--- config.mk ---
export PLATFORM = sky130hd
export DESIGN_NAME = frame_stream_reader
export DESIGN_NICKNAME = d
export VERILOG_FILES = /design/src/rtl/frame_stream_reader.sv
export SDC_FILE = /design/constraint.sdc
export NUM_CORES = 1
export LEC_CHECK = 0
export ABC_CLOCK_PERIOD_IN_PS = 6600
export CAP_MARGIN = 15
export CORE_MARGIN = 1.5
export CORE_UTILIZATION = 55
export DETAILED_ROUTE_END_ITERATION = 12
export PLACE_DENSITY = 0.8
export SYNTH_ARGS = -nofsm -noshare
export SYNTH_HDL_FRONTEND = slang
export SYNTH_SLANG_ARGS = --single-unit
export TNS_END_PERCENT = 30
--- constraint.sdc ---
create_clock -name clk -period 6.6 [get_ports clk]
set_input_delay 1.32 -clock clk [delete_from_list [all_inputs] [get_ports clk]]
set_output_delay 1.32 -clock clk [all_outputs]
set_load 0.05 [all_outputs]
--- src/rtl/frame_stream_reader.sv ---
// Raster frame-buffer reader with mirror/flip addressing. Read latency and sink
// backpressure are absorbed by a credit-managed FIFO feeding an Avalon-ST video stream.
module frame_stream_reader #(
    parameter int WIDTH  = 320,
    parameter int HEIGHT = 240,
    parameter int CH_IN  = 4,
    parameter int CH_OUT = 10,
    parameter int RD_LAT = 1,
    parameter int AW     = 17
) (
    input  logic                  clk,
    input  logic                  reset_n,
    input  logic                  restart,
    input  logic [1:0]            mode,
    output logic [AW-1:0]         rd_addr,
    input  logic [3*CH_IN-1:0]    rd_data,
    output logic [3*CH_OUT-1:0]   out_data,
    output logic                  out_valid,
    input  logic                  out_ready,
    output logic                  out_sop,
    output logic                  out_eop,
    output logic                  frame_done
);

    localparam int CW    = (WIDTH  > 1) ? $clog2(WIDTH)  : 1;
    localparam int RW    = (HEIGHT > 1) ? $clog2(HEIGHT) : 1;
    localparam int IW    = 3 * CH_IN;
    localparam int DEPTH = RD_LAT + 2;
    localparam int PW    = $clog2(DEPTH);
    localparam int NW    = $clog2(DEPTH + 1);

    typedef struct packed {
        logic v;
        logic sop;
        logic eop;
    } tag_t;

    typedef struct packed {
        logic          sop;
        logic          eop;
        logic [IW-1:0] pix;
    } entry_t;

    logic [CW-1:0] col;
    logic [RW-1:0] row;
    logic [1:0]    mode_q;
    tag_t          addr_tag;
    tag_t          tag_q [RD_LAT];

    entry_t        fifo_mem [DEPTH];
    logic [PW-1:0] wr_ptr;
    logic [PW-1:0] rd_ptr;
    logic [NW-1:0] fifo_count;

    logic          first_px;
    logic          last_col;
    logic          last_row;
    logic [1:0]    eff_mode;
    logic [CW-1:0] col_eff;
    logic [RW-1:0] row_eff;
    logic [NW-1:0] inflight;
    logic          issue;
    logic          fifo_push;
    logic          fifo_pop;
    entry_t        head;

    function automatic logic [CH_OUT-1:0] expand_ch(input logic [CH_IN-1:0] c);
        logic [CH_OUT-1:0] o;
        o = '0;
        for (int i = 0; i < CH_OUT; i++) begin
            o[CH_OUT-1-i] = c[CH_IN-1-(i % CH_IN)];
        end
        return o;
    endfunction

    function automatic logic [PW-1:0] ptr_inc(input logic [PW-1:0] p);
        return (p == PW'(DEPTH - 1)) ? '0 : p + PW'(1);
    endfunction

    // Pixel 0 uses the live mode input; the rest of the frame uses the copy latched with it.
    always_comb begin
        first_px = (col == '0) && (row == '0);
        last_col = (col == CW'(WIDTH - 1));
        last_row = (row == RW'(HEIGHT - 1));
        eff_mode = first_px ? mode : mode_q;
        col_eff  = eff_mode[0] ? CW'(WIDTH - 1) - col : col;
        row_eff  = eff_mode[1] ? RW'(HEIGHT - 1) - row : row;
    end

    // NOTE: every always_comb output gets a value before any loop or branch, so no latch is inferred.
    always_comb begin
        inflight = NW'(addr_tag.v);
        for (int i = 0; i < RD_LAT; i++) begin
            inflight = inflight + NW'(tag_q[i].v);
        end
    end

    // A slot freed by this cycle's transfer may be re-credited to a new read immediately.
    assign fifo_pop  = out_valid && out_ready;
    assign fifo_push = tag_q[RD_LAT-1].v;
    assign issue     = !restart &&
                       ((int'(fifo_count) + int'(inflight)) < (DEPTH + int'(fifo_pop)));

    // NOTE: sequential state uses non-blocking assignments so every register samples pre-edge values.
    always_ff @(posedge clk or negedge reset_n) begin
        if (!reset_n) begin
            col      <= '0;
            row      <= '0;
            mode_q   <= '0;
            rd_addr  <= '0;
            addr_tag <= '0;
        end else if (restart) begin
            col      <= '0;
            row      <= '0;
            addr_tag <= '0;
        end else begin
            addr_tag.v   <= issue;
            addr_tag.sop <= issue && first_px;
            addr_tag.eop <= issue && last_col && last_row;
            if (issue) begin
                rd_addr <= AW'(row_eff) * AW'(WIDTH) + AW'(col_eff);
                if (first_px) begin
                    mode_q <= mode;
                end
                if (last_col) begin
                    col <= '0;
                    row <= last_row ? '0 : row + RW'(1);
                end else begin
                    col <= col + CW'(1);
                end
            end
        end
    end

    always_ff @(posedge clk or negedge reset_n) begin
        if (!reset_n) begin
            for (int i = 0; i < RD_LAT; i++) tag_q[i] <= '0;
        end else if (restart) begin
            for (int i = 0; i < RD_LAT; i++) tag_q[i] <= '0;
        end else begin
            tag_q[0] <= addr_tag;
            for (int i = 1; i < RD_LAT; i++) tag_q[i] <= tag_q[i-1];
        end
    end

    always_ff @(posedge clk or negedge reset_n) begin
        if (!reset_n) begin
            wr_ptr     <= '0;
            rd_ptr     <= '0;
            fifo_count <= '0;
        end else if (restart) begin
            wr_ptr     <= '0;
            rd_ptr     <= '0;
            fifo_count <= '0;
        end else begin
            if (fifo_push) wr_ptr <= ptr_inc(wr_ptr);
            if (fifo_pop)  rd_ptr <= ptr_inc(rd_ptr);
            case ({fifo_push, fifo_pop})
                2'b10:   fifo_count <= fifo_count + NW'(1);
                2'b01:   fifo_count <= fifo_count - NW'(1);
                default: fifo_count <= fifo_count;
            endcase
        end
    end

    // NOTE: the FIFO storage has no reset; the pointers and count decide what is visible.
    always_ff @(posedge clk) begin
        if (fifo_push) begin
            fifo_mem[wr_ptr] <= '{sop: tag_q[RD_LAT-1].sop, eop: tag_q[RD_LAT-1].eop, pix: rd_data};
        end
    end

    assign head       = fifo_mem[rd_ptr];
    assign out_valid  = (fifo_count != '0);
    assign out_sop    = out_valid && head.sop;
    assign out_eop    = out_valid && head.eop;
    assign frame_done = fifo_pop && head.eop;
    assign out_data   = out_valid ? {expand_ch(head.pix[IW-1 -: CH_IN]),
                                     expand_ch(head.pix[2*CH_IN-1 -: CH_IN]),
                                     expand_ch(head.pix[CH_IN-1:0])} : '0;

endmodule

==> impl_metrics.toml <==
[floorplanning]
die_x_microns = 96.9
die-area_sq_um = 9390
start_util = 0.561
die_h_microns = 96.9
boundaryPins = 69
core-area_sq_um = 8640
rows = 34

[layout]
layout_common_cells = "clkdlybuf4s50_1 (67), nor2_1 (58), dfrtp_1 (48)"
final_nets = 547
multi_input_area_sq_um = 2100
antenna_cells = 0
fill_cells = 669
mostFrequentLayoutCell = "clkdlybuf4s50_1"
drive_gt1_frac = 0.0750
syn2layout_area_growth_pct = 18.5
ff_latch_area_sq_um = 2460

[clock_network]
cts-root-buf = "clkbuf_8"
hold_buffers = 0
cts.path.max_buffers = 2
insertion_delay_ps = 350
clkSlewWorstSetupHoldPaths_ps = 90
ctsResizeCount = 0
clock_sinks = 90
cts_made_buffers = 9
cts_tree = "done"
post_cts_buffers = 0
htree_levels = 3

[drt]
drt_pass1_iterations = 4
drt-vias-per-instance = 5.58
vias = 3433
wl_per_cell_microns = 15.1
drc = 0
routed_wl_microns = 9260
ant_nets = 0
detail_route.iter0.violations = 104

[critical_path]
arrival_ps = 2940
crit_slowest_cell = "clkdlybuf4s50_1"
r2r.worst_path.cells = 14
crit_end = "frame_done"
critPathMaxStageDelay_ps = 830
cp_top_family = "buffers and inverters"
required_ps = 5280
crit_top_cell = "clkdlybuf4s50_1"
critPathLaunch = "out_ready"
start_kind = "primary input"
r2r_start = "row[4]"
critPathKind = "primary input to primary output"
path_depth = 4
endpoint_kind = "primary output"
critPathMaxFanout = 4
worst-path-buf-inv = 3
ff2ff_setup_slack_ps = 2650
path_cells = "clkdlybuf4s50_1, inv_1, nor3_1, clkdlybuf4s50_1"
r2r-end = "rd_addr[15]"

[synthesis]
synth_seq_cells = 90
netlist_instances = 453
synth_top_cell_by_area = "edfxtp_1"
synth_nets = 498
ys_warn_count = 0
synth-edff-count = 42
synth_area_sq_um = 4850
synthFlopType = "dfrtp_1"
synthTopCellsByArea = "edfxtp_1 (26%), dfrtp_1 (25%), ha_1 (6.2%)"
avgSynthCellArea_sq_um = 10.7
synthDistinctLibCells = 50
synthArstFlopShare = 0.533
post-synth-top-area-fraction = 0.260
ys_seq_area_frac = 0.508

[sta]
timing.slew.headroom = 0.381
period_minus_slack_ps = 4260
setup_violations = 0
finalCritPeriodShare = 0.646
rsz0062_at_grt = "no"
hold_viol_final = 0
tightestPinTransition_ps = 929
fmax_mhz = 235
report.final.slew_viol_count = 0
setup_tns_ps = 0
clock_skew_ps = 8.98
fin_ws_ps = 2340

[grt]
grt_max_degree = 49
grt_use_met1 = 0.247
top_usage_layer = "met2"
grt_pass1_vias = 3375
grt.overflow.total = 0
antenna_found_initial = 0
grtUsageMet3 = 0.0354
met2_usage = 0.370
grt_pass1_wl_microns = 15700
grt_usage = 0.206

[job]
maxCapViolations = 0

[placement]
place_ws_ps = 2230
dp_hpwl_microns = 6530
port_buffers = 68
gp_congestion = 0.870

[power_and_ir_drop]
power_density_nw_per_um2 = 435
total_power_mw = 2.50
peakVddDrop_mv = 0.295
p_leak_nw = 2.32

[status]
status = "completed"

[worst_hold_path]
hp-class = "flip-flop to flip-flop"
-- per-stage QoR --
stage                     utilization  instance area, sq um  instances  hold slack [ps]
after floorplan                     -                  4850        453              438
after global placement          0.634                  5480        598              444
after detailed placement        0.634                  5480        598              451
after CTS                       0.663                  5730        614              472
after global routing            0.665                  5750        615              482
final                           0.665                  5750        615              467
-- worst register-to-register path: stages, from the launching register on --
cell	delay, ps
dfrtp_1	490
inv_1	140
ha_1	150
nor4b_4	250
nand4_4	230
mux2i_4	360
mux2i_1	320
ha_1	280
ha_1	370
o21ai_0	240
o21ai_0	150
a211oi_1	440
nand4_1	170
xor2_1	180
o21ai_1	110
-- where the power goes --
part | leakage [nW] | internal [mW] | switching [mW]
Clock | 0.126 | 0.256 | 0.196
Sequential | 1.02 | 0.684 | 0.0722
Combinational | 1.17 | 0.468 | 0.824
Total | 2.32 | 1.41 | 1.09
-- layout make-up --
type | count | share of cell area
flip-flops and latches | 90 | 0.429
inverters | 18 | 0.0118
well taps | 108 | 0.0235
repair buffers | 74 | 0.128
clock inverters | 7 | 0.0216
clock buffers | 9 | 0.0216
multi-input cells | 309 | 0.365
-- cells in the mapped netlist, types with 12 or more instances --
library cell	number
nor2_1	58
dfrtp_1	48
edfxtp_1	42
a21oi_1	36
nand2_1	34
ha_1	24
o21ai_0	23
buf_4	19
mux2i_1	16
xor2_1	16
inv_1	15
xnor2_1	15
clkbuf_1	12
-- cell families after synthesis --
logic type	count (synthesis)	synth area share
AND/OR/NAND/NOR	145	0.148
flip-flops	90	0.508
AO/OA/AOI/OAI	85	0.0981
buffers and inverters	54	0.0622
XOR/XNOR	32	0.0606
adder cells (fa/ha/maj)	27	0.0743
multiplexers	20	0.0493
-- flip-flops by register name (all words and copies together), names as in the netlist --
| name | cells |
|---|---|
| mode_q | 2 |
| fifo_mem | 42 |
| row | 8 |
| wr_ptr | 2 |
| fifo_count | 2 |
| rd_ptr | 2 |
| rd_addr | 17 |
| col | 9 |
| tag_q | 2 |
| addr_tag | 3 |
| fifo_push | 1 |
-- worst min path at each step --
stage,start,end,cells past startpoint
finish,addr_tag[0],tag_q[0],1
global route,addr_tag[0],tag_q[0],1
CTS,addr_tag[0],tag_q[0],1
detailed placement,addr_tag[0],tag_q[0],1
global placement,tag_q[1],fifo_mem[2][13],0
floorplan,tag_q[0],fifo_mem[0][12],0
-- per-layer routing --
| layer | vias up | wire (microns) |
|---|---|---|
| met5 | - | 0 |
| met4 | 0 | 86 |
| met3 | 9 | 352 |
| met2 | 84 | 4880 |
| met1 | 1679 | 3940 |
| li1 | 1661 | - |
Power figures use the tool's default switching activity.
